===== src/rtl/dot_product2x2_pkg.sv =====
// rtl/dot_product2x2_pkg.sv - shared constants for the dot_product2x2 block
package dot_product2x2_pkg;

  localparam int OPERAND_W = 2;
  localparam int PRODUCT_W = 4;

  typedef logic state_t;
  localparam state_t ST_ACCUM = 1'b0;
  localparam state_t ST_DONE  = 1'b1;

endpackage


===== src/rtl/multiplier2x2.sv =====
// rtl/multiplier2x2.sv - combinational 2x2-bit unsigned multiplier
module multiplier2x2
  import dot_product2x2_pkg::*;
(
  output logic [PRODUCT_W-1:0] result,
  input  logic [OPERAND_W-1:0] multiplicand,
  input  logic [OPERAND_W-1:0] multiplier
);

  assign result = {2'b00, multiplicand} * {2'b00, multiplier};

endmodule


===== src/rtl/dot_product2x2.sv =====
// rtl/dot_product2x2.sv - streaming 2x2 dot-product accumulator with valid/ready result
// Optional clamp-on-overflow accumulator: DOT_PRODUCT2X2_SATURATE_EN
module dot_product2x2
  import dot_product2x2_pkg::*;
#(
  parameter  int ACC_W   = 8,
  parameter  int MAX_LEN = 16,
  localparam int CNT_W   = $clog2(MAX_LEN + 1)
) (
  input  logic                 Clk,
  input  logic                 Reset_n,
  input  logic                 in_valid,
  output logic                 in_ready,
  input  logic                 in_last,
  input  logic [OPERAND_W-1:0] multiplicand,
  input  logic [OPERAND_W-1:0] multiplier,
  output logic                 out_valid,
  input  logic                 out_ready,
  output logic [ACC_W-1:0]     out_sum,
  output logic [CNT_W-1:0]     out_count,
  output logic                 out_overflow
);

  state_t               state;
  logic [ACC_W-1:0]     acc;
  logic [CNT_W-1:0]     cnt;
  logic                 ovf;

  logic [PRODUCT_W-1:0] product;
  logic [ACC_W:0]       sum_next;
  logic [ACC_W-1:0]     acc_next;
  logic                 ovf_next;
  logic                 close_grp;

  multiplier2x2 u_mult (
    .result       (product),
    .multiplicand (multiplicand),
    .multiplier   (multiplier)
  );

  assign in_ready  = (state == ST_ACCUM);
  assign sum_next  = {1'b0, acc} + {{(ACC_W + 1 - PRODUCT_W){1'b0}}, product};
  assign ovf_next  = ovf | sum_next[ACC_W];
  assign close_grp = in_last || (cnt == CNT_W'(MAX_LEN - 1));

`ifdef DOT_PRODUCT2X2_SATURATE_EN
  // Once the group has overflowed the accumulator is pinned at full scale.
  assign acc_next = ovf_next ? {ACC_W{1'b1}} : sum_next[ACC_W-1:0];
`else
  assign acc_next = sum_next[ACC_W-1:0];
`endif

  always_ff @(posedge Clk or negedge Reset_n) begin
    if (!Reset_n) begin
      state        <= ST_ACCUM;
      acc          <= '0;
      cnt          <= '0;
      ovf          <= 1'b0;
      out_valid    <= 1'b0;
      out_sum      <= '0;
      out_count    <= '0;
      out_overflow <= 1'b0;
    end else if (state == ST_ACCUM) begin
      if (in_valid) begin
        if (close_grp) begin
          out_sum      <= acc_next;
          out_count    <= cnt + CNT_W'(1);
          out_overflow <= ovf_next;
          out_valid    <= 1'b1;
          state        <= ST_DONE;
          acc          <= '0;
          cnt          <= '0;
          ovf          <= 1'b0;
        end else begin
          acc <= acc_next;
          cnt <= cnt + CNT_W'(1);
          ovf <= ovf_next;
        end
      end
    end else begin
      // Result is held untouched until the consumer takes it.
      if (out_ready) begin
        out_valid <= 1'b0;
        state     <= ST_ACCUM;
      end
    end
  end

endmodule

===== config.mk =====
export PLATFORM = sky130hd
export DESIGN_NAME = dot_product2x2
export DESIGN_NICKNAME = d
export VERILOG_FILES = /design/src/rtl/dot_product2x2_pkg.sv /design/src/rtl/multiplier2x2.sv /design/src/rtl/dot_product2x2.sv
export SDC_FILE = /design/constraint.sdc
export NUM_CORES = 1
export LEC_CHECK = 0
export ABC_AREA = 0
export ABC_CLOCK_PERIOD_IN_PS = 2600
export CORE_MARGIN = 5
export CORE_UTILIZATION = 30
export CTS_CLUSTER_SIZE = 16
export DETAILED_ROUTE_END_ITERATION = 12
export SETUP_SLACK_MARGIN = 0.3
export SYNTH_ARGS = -nofsm -noshare
export SYNTH_HDL_FRONTEND = slang
export SYNTH_SLANG_ARGS = --single-unit

===== constraint.sdc =====
create_clock -name Clk -period 2.6 [get_ports Clk]
set_input_delay 0.39 -clock Clk [delete_from_list [all_inputs] [get_ports Clk]]
set_output_delay 0.39 -clock Clk [all_outputs]
set_load 0.01 [all_outputs]

After elaboration in Yosys (flattened, before gate mapping) --
Cells that the tools add are included.
Cells by class: add/subtract/negate cells 2, multipliers 1, eq/ne operators 2, muxes and demuxes 11, bitwise gates (word level) 2, reduce and logical (&&, ||, !) cells 6
Operators by type and width (count):
- adder 8 x 4 -> 9 bit | 1
- two-way mux 1 bit | 9
- two-way mux 8 bit | 1
- AND reduction 3 bit | 2
- adder 5 x 1 -> 5 bit (second input constant) | 1
- == test 5 x 4 -> 1 bit (second input constant) | 1
- two-way mux 5 bit | 1
- multiplier 2 x 2 -> 4 bit | 1
- nonzero test 2 bit | 2
- != test 2 bit (second input constant) | 1
- AND reduction 2 bit | 1
- logical OR 1 bit | 1
- inverter 1 bit | 1
- bitwise OR 1 bit | 1
Word-level totals: register bits after elaboration 30, input bits 9, logic and storage cells 32

Logic depth before layout (Yosys ltp) --
depth in word-level cells 5, depth in mapped cells 10, gate-level depth less buffers 10

Modules after synthesis --
Synthesis repeated with hierarchy kept, for this count alone.
Unflattened totals: cell total of the unflattened synthesis 142, area total of the unflattened synthesis 1486.4 µm²
By module, submodules not included:
- dot_product2x2 | times used 1, cells each 136, area each 1436.4 µm²
- multiplier2x2 | times used 1, cells each 6, area each 50.0 µm²

Least setup slack after synthesis --
OpenSTA, ideal clock, no wires.
path kind input-to-reg, from in multiplicand[0], to reg acc[7], library setup time 0.076 ns, arrival 2.204 ns, setup slack 0.320 ns, stages 10, cell sequence nand2_1 -> fa_1 -> inv_1 -> ha_1 -> inv_1 -> fa_1 -> nor2b_1 -> o21ai_0 -> or3_1 -> o21ai_1
Between the ends: word-level cells in the longest chain between the ends 3
Ends and longest elaborated chain:
- from (decl) | line dot_product2x2.sv:15 | input logic [OPERAND_W-1:0] multiplicand,
- multiplier 2 x 2 -> 4 bit | line multiplier2x2.sv:10 | assign result = {2'b00, multiplicand} * {2'b00, multiplier};
- adder 8 x 4 -> 9 bit | line dot_product2x2.sv:42 | assign sum_next = {1'b0, acc} + {{(ACC_W + 1 - PRODUCT_W){1'b0}}, product};
- two-way mux 8 bit | line dot_product2x2.sv:65 | if (close_grp) begin
- to (signal assigned) | line dot_product2x2.sv:75 | acc <= acc_next;
- to (decl) | line dot_product2x2.sv:25 | logic [ACC_W-1:0] acc;
Every way passes these cells. A chain may end at the register's enable or synchronous reset.

Final worst setup path --
from in multiplicand[1], to reg acc[7]
Same word-level chain as after synthesis.

==> results_dict.tcl <==
set metrics [dict create \
    die-height_um 79.1 \
    hpwl_um 1990 \
    wire_per_inst_um 12.3 \
    yosys.area_share.simple 0.134 \
    ant_nets 0 \
    root_buffer "clkbuf_8" \
    ys_ff_latch 30 \
    fin_cells 230 \
    tightest_slew_ns 0.688 \
    drive_above_1_share 0.165 \
    grt_pass1_wl_um 5020 \
    seq_area_frac_synth 0.524 \
    arrival_ns 2.42 \
    gp_congestion 0.741 \
    htreeDepth 2 \
    area_growth_pct 32.8 \
    p_seq_frac 0.443 \
    synthMuxAreaShare 0.0314 \
    setup_viol 0 \
    slowest_stage "fa_1" \
    min_period_ns 2.22 \
    p_per_area_mw_per_mm2 722 \
    fmax_ghz 0.451 \
    switching_share 0.286 \
    drt_iter0_markers 24 \
    critPathKind "in -> reg" \
    worst_r2r_path_depth 10 \
    vdd_drop_max_uv 352 \
    cp.required_ns 2.80 \
    setup.worst_path.start "multiplicand[1]" \
    clk_pin_slew_ns 0.06 \
    ios 25 \
    cts_buffers 5 \
    netSwitchingPower_uw 393 \
    r2r_slack_ns 0.39 \
    synth.distinct_cells 28 \
    synth.avg_cell_area_um2 10.2 \
    total_power_mw 1.37 \
    synthCells 140 \
    finalClockSkew_ns 0.00594 \
    cap_violations 0 \
    synth_top_family_by_area "compound AO/OA/AOI/OAI gates" \
    grt_max_degree 31 \
    start_util 0.306 \
    clockBufferDepth 2 \
    hold_path_class "reg -> reg" \
    cts_tree "built" \
    whs_path_depth 2 \
    grt_usage 0.103 \
    r2r_end "acc[7]" \
    dp.cells 220 \
    crit_end "acc[7]" \
    r2r_start "acc[1]" \
    antenna_found_initial 0 \
    synth_compound_area_frac 0.135 \
    slew_violations 0 \
    core_area_mm2 0.00469 \
    cts.sinks 30 \
    vias_per_cell 4.71 \
    die_w_um 79.1 \
    clkPwrFrac 0.279 \
    p_comb_frac 0.278 \
    io_buffers 24 \
    internal_power_uw 982 \
    maxSlewHeadroom 0.540 \
    grt_pass1_vias 1082 \
    fin_setup_tns_ns 0 \
    clk_latency_ns 0.28 \
    grt_remaining_overflow 0 \
    drtPass1Iterations 4 \
    rsz0062_at_grt "yes" \
    finalHoldViolCount 0 \
    cp_max_fo 2 \
    final.fill_count 488 \
    slowest_delay_ns 0.41 \
    row_count 25 \
    run_status "completed" \
    dieArea_mm2 0.00626 \
    antenna_cells 0 \
    syn_area_mm2 0.00143 \
    drt-total-wl_um 2830 \
    nets 193 \
    yosysWarningCount 0 \
    synth-adder-area-share 0.0890 \
    worstSetupEndpointType "flip-flop" \
    via_count 1084 \
    crit_chain "dlygate4sd2_1 -> nand2_1 -> fa_1 -> inv_1 -> ha_2 -> inv_2 -> fa_2 -> nor2b_4 -> o21ai_2 -> or3_1 -> o21ai_1" \
    drc 0 \
    post-route-util 0.406 \
    synth_nets 158 \
    p_leak_nw 0.839 \
    startpoint_type "input pin" \
    synth_xor_area_frac 0.0428 \
    finalCritPeriodShare 0.853 \
]
[cell type report]
class	instances	area [um2]	share of cell area
Sequential cell	30	751	0.394
Multi-Input combinational cell	96	658	0.346
Timing Repair Buffer	33	303	0.159
Clock buffer	7	86.3	0.0453
Tap cell	54	67.6	0.0355
Inverter	9	33.8	0.0177
Clock inverter	1	5.00	0.00263
[placed cells by master, fill, tap and decap left out, types with 2 or more instances in the layout]
cell             count
dlygate4sd2_1        4
nor3_1               2
xnor2_1              6
nor2_1               3
inv_1                8
nand3_1              2
clkbuf_8             6
and3_1               2
clkdlybuf4s50_1     20
nor2b_1              3
o21ai_2              2
o21ai_0             18
ha_1                 5
ha_2                 2
o21ai_1              3
dfrtp_1             30
and2_1               2
nand2_1             22
a22o_1               3
or3_1                2
a21oi_1              4
buf_4                9
mux2_2               4
[synth_stat cells]
cell | number | area share
nand3_1 | 2 | 0.0070
dfrtp_1 | 30 | 0.52
o31ai_1 | 1 | 0.0052
a21oi_1 | 4 | 0.014
o21ai_0 | 21 | 0.073
buf_6 | 1 | 0.0079
ha_1 | 7 | 0.061
xnor2_1 | 6 | 0.037
a211oi_1 | 1 | 0.0052
fa_1 | 2 | 0.028
a22o_1 | 3 | 0.018
or3_1 | 2 | 0.0087
xor2_1 | 1 | 0.0061
nor2b_1 | 4 | 0.017
clkbuf_1 | 2 | 0.0052
a31oi_1 | 1 | 0.0044
nand2b_1 | 1 | 0.0044
buf_2 | 2 | 0.0070
o22ai_1 | 1 | 0.0044
and2_1 | 2 | 0.0087
or4b_1 | 1 | 0.0070
nor3_1 | 2 | 0.0070
o21ai_1 | 3 | 0.010
inv_1 | 9 | 0.024
mux2_2 | 4 | 0.031
nand2_1 | 22 | 0.058
and3_1 | 2 | 0.0087
nor2_1 | 3 | 0.0079
[power by group through the flow]
stage          clock network (mW)  registers [mW]  logic [mW]
2_1_floorplan                   0           0.636       0.164
3_3_place_gp                    0           0.615       0.374
3_5_place_dp                    0           0.616       0.379
4_1_cts                     0.399           0.608       0.385
5_1_grt                     0.421           0.621       0.428
6_report                    0.383           0.609       0.382
[flip-flops by register name, indices dropped and copies added, names as in the netlist]
register,flops
acc,8
ovf,1
out_valid,1
state,1
out_sum,8
out_overflow,1
out_count,5
cnt,5
[worst min path at each step]
stage	end	slack (ns)	from
floorplan	acc[0]	0.09	Reset_n
global placement	out_valid	0.46	out_valid
detailed placement	out_valid	0.47	out_valid
CTS	out_sum[6]	0.49	out_sum[6]
global route	ovf	0.50	ovf
finish	out_sum[6]	0.48	out_sum[6]
[what timing repair did]
item                                   in CTS  in global routing
buffers inserted                            0                  2
gates resized for setup                    12                  4
hold buffers                                0                  0
pin swaps                                   7                  3
setup endpoints to repair                  18                  9
endpoints found under the hold margin       0                  0
[metal layers]
metal,share of wire,track usage,up-vias
met1,0.48,0.127,507
met4,0.020,0.0464,0
met5,0,0,-
li1,-,-,547
met2,0.44,0.168,22
met3,0.052,0.0306,8
[worst max-delay path: cells and delay by family]
| kind | cells | cell delay (ns) |
|---|---|---|
| and+or+nand+nor | 3 | 0.58 |
| AOI/OAI and AO/OA | 2 | 0.16 |
| buffers and inverters | 3 | 0.33 |
| adders and majority gates | 3 | 0.94 |
[logic make-up (layout without fill, tap and decap cells)]
family,after synthesis,count (layout)
compound gates,35,35
xor+xnor,7,7
fa+ha+maj,9,9
buf+inv,14,50
flops,30,30
mux,4,4
simple gates,41,41
[metrics by stage]
stage / instance area [um2] / setup WS [ns] / hold slack, ns
after global routing: 1900 / 0.268 / 0.498
after detailed placement: 1770 / -0.244 / 0.469
after floorplan: 1430 / 0.320 / 0.0944
after global placement: 1770 / -0.204 / 0.462
final: 1900 / 0.382 / 0.476
after CTS: 1870 / 0.321 / 0.485
Note: power is estimated with default switching activity, not from simulation.
